[src/rtl/minimax_sram_pkg.sv]
// Shared types and helpers for the SRAM read-modify-write sequencer.
package minimax_sram_pkg;

    localparam int ADDR_W_DEF = 9;
    localparam int DATA_W_DEF = 32;
    localparam int MAX_W      = 256;

    typedef enum logic [2:0] {
        IDLE,
        ACCESS,
        MERGE,
        WRITE,
        RESP
    } state_t;

    // Width-generic up to MAX_W; callers pad and truncate to their own width.
    function automatic logic [MAX_W-1:0] byte_merge(
        input logic [MAX_W-1:0]   old_w,
        input logic [MAX_W-1:0]   new_w,
        input logic [MAX_W/8-1:0] strb
    );
        logic [MAX_W-1:0] res;
        res = old_w;
        for (int i = 0; i < MAX_W / 8; i++) begin
            if (strb[i]) begin
                res[i*8 +: 8] = new_w[i*8 +: 8];
            end
        end
        return res;
    endfunction

endpackage

[src/rtl/minimax_sram_rmw.sv]
// Valid/ready word request sequencer for a single-port full-word SRAM.
// Partial writes become read-modify-write; en pulses never touch.
module minimax_sram_rmw
    import minimax_sram_pkg::*;
#(
    parameter int ADDR_W = ADDR_W_DEF,
    parameter int DATA_W = DATA_W_DEF,
    localparam int STRB_W = DATA_W / 8
) (
    input  logic              clk,
    input  logic              reset,
    input  logic              req_valid,
    output logic              req_ready,
    input  logic              req_write,
    input  logic [ADDR_W-1:0] req_addr,
    input  logic [DATA_W-1:0] req_wdata,
    input  logic [STRB_W-1:0] req_wstrb,
    output logic              rsp_valid,
    output logic [DATA_W-1:0] rsp_rdata,
    output logic              sram_en,
    output logic              sram_wen,
    output logic [ADDR_W-1:0] sram_addr,
    output logic [DATA_W-1:0] sram_wdata,
    input  logic [DATA_W-1:0] sram_rdata
);

    state_t              r_state;
    logic                r_write;
    logic [ADDR_W-1:0]   r_addr;
    logic [DATA_W-1:0]   r_wdata;
    logic [STRB_W-1:0]   r_wstrb;
    logic                r_sram_en;
    logic                r_sram_wen;
    logic [ADDR_W-1:0]   r_sram_addr;
    logic [DATA_W-1:0]   r_sram_wdata;
    logic                r_rsp_valid;

    logic                w_hs;
    logic                w_partial;
    logic [DATA_W-1:0]   w_merged;

    assign req_ready = (r_state == IDLE) || (r_state == RESP);
    assign w_hs      = req_valid && req_ready;
    assign w_partial = r_write && (r_wstrb != '1);

    assign w_merged = DATA_W'(byte_merge(MAX_W'(sram_rdata),
                                         MAX_W'(r_wdata),
                                         (MAX_W/8)'(r_wstrb)));

    assign sram_en    = r_sram_en;
    assign sram_wen   = r_sram_wen;
    assign sram_addr  = r_sram_addr;
    assign sram_wdata = r_sram_wdata;
    assign rsp_valid  = r_rsp_valid;
    // Read data comes straight from the SRAM, valid in the RESP cycle.
    assign rsp_rdata  = (r_state == RESP && !r_write) ? sram_rdata : '0;

    always_ff @(posedge clk or posedge reset) begin
        if (reset) begin
            r_state      <= IDLE;
            r_write      <= 1'b0;
            r_addr       <= '0;
            r_wdata      <= '0;
            r_wstrb      <= '0;
            r_sram_en    <= 1'b0;
            r_sram_wen   <= 1'b0;
            r_sram_addr  <= '0;
            r_sram_wdata <= '0;
            r_rsp_valid  <= 1'b0;
        end else begin
            r_sram_en   <= 1'b0;
            r_sram_wen  <= 1'b0;
            r_rsp_valid <= 1'b0;
            unique case (r_state)
                IDLE, RESP: begin
                    if (w_hs) begin
                        r_write <= req_write;
                        r_addr  <= req_addr;
                        r_wdata <= req_wdata;
                        r_wstrb <= req_wstrb;
                        if (req_write && req_wstrb == '0) begin
                            r_state     <= RESP;
                            r_rsp_valid <= 1'b1;
                        end else begin
                            r_state     <= ACCESS;
                            r_sram_en   <= 1'b1;
                            r_sram_addr <= req_addr;
                            r_sram_wen  <= req_write && (&req_wstrb);
                            if (req_write && (&req_wstrb)) begin
                                r_sram_wdata <= req_wdata;
                            end
                        end
                    end else begin
                        r_state <= IDLE;
                    end
                end
                ACCESS: begin
                    if (w_partial) begin
                        r_state <= MERGE;
                    end else begin
                        r_state     <= RESP;
                        r_rsp_valid <= 1'b1;
                    end
                end
                MERGE: begin
                    r_wdata      <= w_merged;
                    r_sram_en    <= 1'b1;
                    r_sram_wen   <= 1'b1;
                    r_sram_addr  <= r_addr;
                    r_sram_wdata <= w_merged;
                    r_state      <= WRITE;
                end
                WRITE: begin
                    r_state     <= RESP;
                    r_rsp_valid <= 1'b1;
                end
                default: begin
                    r_state <= IDLE;
                end
            endcase
        end
    end

endmodule

[config.mk]
export PLATFORM = sky130hd
export DESIGN_NAME = minimax_sram_rmw
export DESIGN_NICKNAME = d
export VERILOG_FILES = /design/src/rtl/minimax_sram_pkg.sv /design/src/rtl/minimax_sram_rmw.sv
export SDC_FILE = /design/constraint.sdc
export NUM_CORES = 1
export LEC_CHECK = 0
export CAP_MARGIN = 15
export CORE_MARGIN = 2
export CORE_UTILIZATION = 49
export DETAILED_ROUTE_END_ITERATION = 16
export PLACE_DENSITY = 0.83
export SLEW_MARGIN = 20
export SYNTH_ARGS = -nofsm -noshare
export SYNTH_HDL_FRONTEND = slang
export SYNTH_SLANG_ARGS = --single-unit
export TNS_END_PERCENT = 100
[constraint.sdc]
create_clock -name clk -period 5.85 [get_ports clk]
set_clock_uncertainty 0.15 [all_clocks]
set_input_delay 0.8775 -clock clk [delete_from_list [all_inputs] [get_ports clk]]
set_output_delay 0.8775 -clock clk [all_outputs]
set_load 0.05 [all_outputs]
Word level (Yosys, flattened, before mapping)

Index checks and enable logic that the tools add are counted.

Register bits after elaboration: 93
Input port bits: 81
Word-level logic and storage cells: 62

Equality and inequality tests: 8
Muxes and demuxes: 28
Reductions and logical operators: 16

Operators by type and width:

| operator                                             | number |
|---|---|
| two-way mux 32 bit                                   | 5 |
| one-hot mux 32 bit (2 select lines)                  | 2 |
| two-way mux 8 bit                                    | 4 |
| two-way mux 9 bit                                    | 2 |
| one-hot mux 9 bit (2 select lines)                   | 1 |
| one-hot mux 3 bit (4 select lines)                   | 1 |
| two-way mux 3 bit                                    | 3 |
| AND reduction 4 bit                                  | 2 |
| two-way mux 1 bit                                    | 7 |
| equality test 3 x 2 -> 1 bit (second input constant) | 2 |
| inequality test 2 bit (second input constant)        | 3 |
| logical AND 1 bit                                    | 5 |
| logical NOT 4 bit                                    | 1 |
| inequality test 4 bit (second input constant)        | 1 |
| one-hot mux 1 bit (2 select lines)                   | 2 |
| AND reduction 2 bit                                  | 2 |
| equality test 3 x 1 -> 1 bit (second input constant) | 1 |
| equality test 3 bit (second input constant)          | 1 |
| logical NOT 3 bit                                    | 1 |
| one-hot mux 1 bit (3 select lines)                   | 1 |
| AND reduction 3 bit                                  | 1 |
| nonzero test 2 bit                                   | 1 |
| OR reduction 2 bit                                   | 1 |
| logical NOT 1 bit                                    | 1 |
| logical OR 1 bit                                     | 1 |

Logic depth before layout (Yosys ltp)

Depth in word-level cells: 6
Depth in mapped cells: 6
Mapped depth without buffers: 4

Worst setup path after synthesis

Ideal clock, no wire load.

Path type: register to output
Start point: reg r_state[1]
End point: out rsp_rdata[10]
Arrival: 1538 ps
Setup slack: 3285 ps
Stages on the path, launching flop included: 4
Path buffers: 1
Cell sequence: dfrtp_1 > nor4_1 > clkbuf_1 > and2_1

Cells in the longest elaborated chain, start to end: 3

Ends and longest elaborated chain:

| what                     | line                   | text |
|---|---|---|
| start: declaration       | minimax_sram_rmw.sv:27 | `state_t r_state;` |
| start signal: assignment | minimax_sram_rmw.sv:60 | `r_state <= IDLE;` |
| start signal: assignment | minimax_sram_rmw.sv:82 | `r_state <= RESP;` |
| start signal: assignment | minimax_sram_rmw.sv:85 | `r_state <= ACCESS;` |
| equality test 3 bit      | minimax_sram_rmw.sv:56 | `assign rsp_rdata = (r_state == RESP && !r_write) ? sram_rdata : '0;` |
| logical AND 1 bit        | minimax_sram_rmw.sv:56 |  |
| two-way mux 32 bit       | minimax_sram_rmw.sv:56 |  |
| end: declaration         | minimax_sram_rmw.sv:19 | `output logic [DATA_W-1:0] rsp_rdata,` |

Every way passes these cells.

Worst setup path after layout

Start point: reg r_state[1]
End point: out rsp_rdata[29]

Same word-level chain as after synthesis.

==> results.toml <==
[synthesis]
yosysMostFrequentCell = "dfrtp_1"
avgSynthCellArea_um2 = 12.13
synth_warnings = 0
ys.flop_type = "dfrtp_1"
yosysSeqAreaShare = 0.5184
synth_area_leaders = "dfrtp_1, mux2_2, mux2i_1"
ys_async_sr_fraction = 1.000
synth_seq_cells = 93
netlist.area_leader.share = 0.5184
syn_nets = 451
syn_inst = 370
synth_common_cells = "dfrtp_1, mux2_2, mux2i_1, and2_1, nor2_1"
yosysTopAreaCell = "dfrtp_1"
synth_edf_count = 0
yosysUniqueCellTypes = 23
synth_area_um2 = 4489

[floorplanning]
num_rows = 34
dieHeight_um = 99.72
dieArea_um2 = 9943
dieWidth_um = 99.72
start_util = 0.5098
num_io_pins = 158
design.core.area_um2 = 8806

[clock_network]
clock-root-buffer = "clkbuf_8"
cts_resized = 0
clkSlewWorstSetupHoldPaths_ns = 0.09
numCtsBuffers = 9
htree_levels = 3
hold_buffers = 0
post_cts_buffers = 0
clock_latency_ns = 0.36
clockBufferDepth = 2
cts_tree = "built"
clock_sinks = 93

[power_and_ir_drop]
p_total_mw = 3.566
ir_worst_vdd_uv = 302.8
cellPowerDensity_nw_per_um2 = 565.3
p_leak_nw = 2.631

[sta]
slew-limit-headroom = 0.3531
finalSetupViolCount = 0
min_period_ns = 3.902
tightest_slew_ns = 0.9692
clock.fmax_ghz = 0.2563
grt_setup_unrepaired = "no"
hold_viol = 0
finalCritPeriodShare = 0.6670
tns_ns = 0
drv_slew = 0

[layout]
register_area_um2 = 2327
nFillCells = 643
area_growth_syn_to_layout_pct = 40.52
multi_input_area_um2 = 2014
num_antenna_cells = 0
final_layout_size_suffix_gt1_frac = 0.2190
nNetsFinal = 601

[detailed_routing]
ant_nets = 0
vias = 3363
drt_iter0_drc = 92
wl_um = 10360
dr.pass1.iters = 4
drc = 0
vias_per_cell = 5.313
avgRoutedWirePerCell_um = 16.37

[placement]
gp_congestion = 0.7333
dp_hpwl_um = 7466
port_buffers = 157

[critical_path]
reg2reg_depth = 4
r2r_end = "sram_addr[1]$_DFFE_PP0P_"
cp.required_ns = 4.82
worstSetupPathType = "register to output pin"
crit_arrival_ns = 2.87
crit_fanout = 13
r2r_slack_ns = 3.09
crit_end = "rsp_rdata[29]"
setup.worst_path.start = "r_state[1]$_DFF_PP0_"
cp-start-kind = "register"
crit_path_end_kind = "output pin"
reg2reg_from = "r_state[0]$_DFF_PP0_"

[flow_run]
drv_cap = 0

[grt]
grt-ovfl-total = 0
grt_pass1_vias = 3486
grt_start_max_net_pins = 60
gr-usage-all-layers = 0.2148
grt_pass1_wl_um = 16880
grt_antenna_before_repair = 0

[min_path]
hold_class = "register to register"

[status]
status = "completed"
through the flow:
step | cells | utilization | hold WS (ns) | worst slack (ns) | area [um2]
final | 633 | 0.7164 | 0.3440 | 1.948 | 6309
after global routing | 633 | 0.7164 | 0.3691 | 1.784 | 6309
after CTS | 633 | 0.7160 | 0.3513 | 1.911 | 6305
after detailed placement | 617 | 0.6969 | 0.3290 | 2.321 | 6137
after global placement | 616 | 0.6938 | 0.3140 | 2.410 | 6110
after floorplan | 370 | - | 0.2996 | 2.402 | 4489
routing by layer:
layer	global-route usage	share of wire
met1	0.2590	0.42
met2	0.3805	0.51
met3	0.04919	0.057
met4	0.07060	0.014
met5	0	0
cells by family after synthesis:
| family | after synthesis | share of synthesized area |
|---|---|---|
| muxes | 125 | 0.3038 |
| AOI/OAI and AO/OA | 41 | 0.05045 |
| buffers and inverters | 31 | 0.03651 |
| DFF | 93 | 0.5184 |
| and+or+nand+nor | 80 | 0.09086 |
cell usage in the layout, fill, tap and decap left out, types with 2 or more instances in the layout:
master	instances
a21oi_1	29
and2_1	33
buf_4	5
clkbuf_1	2
clkbuf_8	9
clkdlybuf4s50_1	157
clkinv_2	2
clkinvlp_4	3
dfrtp_1	93
inv_1	6
mux2_2	89
mux2i_1	35
nand2_1	9
nor2_1	31
o21ai_0	6
o22ai_1	2
worst max-delay path, cell delays in order, from the launching register on:
cell and delay (ns):
dfrtp_1 0.45, nor4_2 0.81, buf_4 0.31, and2_1 0.15, clkdlybuf4s50_1 0.81
registers in the layout (all words and copies together) (netlist names):
register,count
r_addr,9
r_state,3
r_wdata,32
r_write,1
r_wstrb,4
rsp_valid,1
sram_addr,9
sram_en,1
sram_wdata,32
sram_wen,1
how the worst min path moves through the flow:
stage                                          from                   endpoint  slack, ns  cells past startpoint
after floorplan             r_wdata[29]$_DFFE_PP0P_    r_wdata[29]$_DFFE_PP0P_       0.30                      2
after global placement      r_wdata[30]$_DFFE_PP0P_    r_wdata[30]$_DFFE_PP0P_       0.31                      2
after detailed placement    r_wdata[29]$_DFFE_PP0P_    r_wdata[29]$_DFFE_PP0P_       0.33                      2
after CTS                   r_wdata[29]$_DFFE_PP0P_    r_wdata[29]$_DFFE_PP0P_       0.35                      2
after global routing        r_wdata[29]$_DFFE_PP0P_    r_wdata[29]$_DFFE_PP0P_       0.37                      2
final                     sram_wdata[1]$_DFFE_PP0P_  sram_wdata[1]$_DFFE_PP0P_       0.34                      1
where the power goes:
part / internal [mW] / switching (mW) / total, mW / leakage, nW
sequential: 0.972 / 0.234 / 1.21 / 1.09
clock: 0.156 / 0.220 / 0.375 / 0.0760
combinational: 0.864 / 1.12 / 1.98 / 1.47
total: 1.99 / 1.57 / 3.57 / 2.63
layout make-up:
cell class	count	share of cell area
clock inverters	5	0.005752
inverters	7	0.004363
clock buffers	11	0.02083
multi-input cells	246	0.3193
flip-flops and latches	93	0.3689
well taps	108	0.02142
repair buffers	163	0.2594
Power figures use the tool's default switching activity.
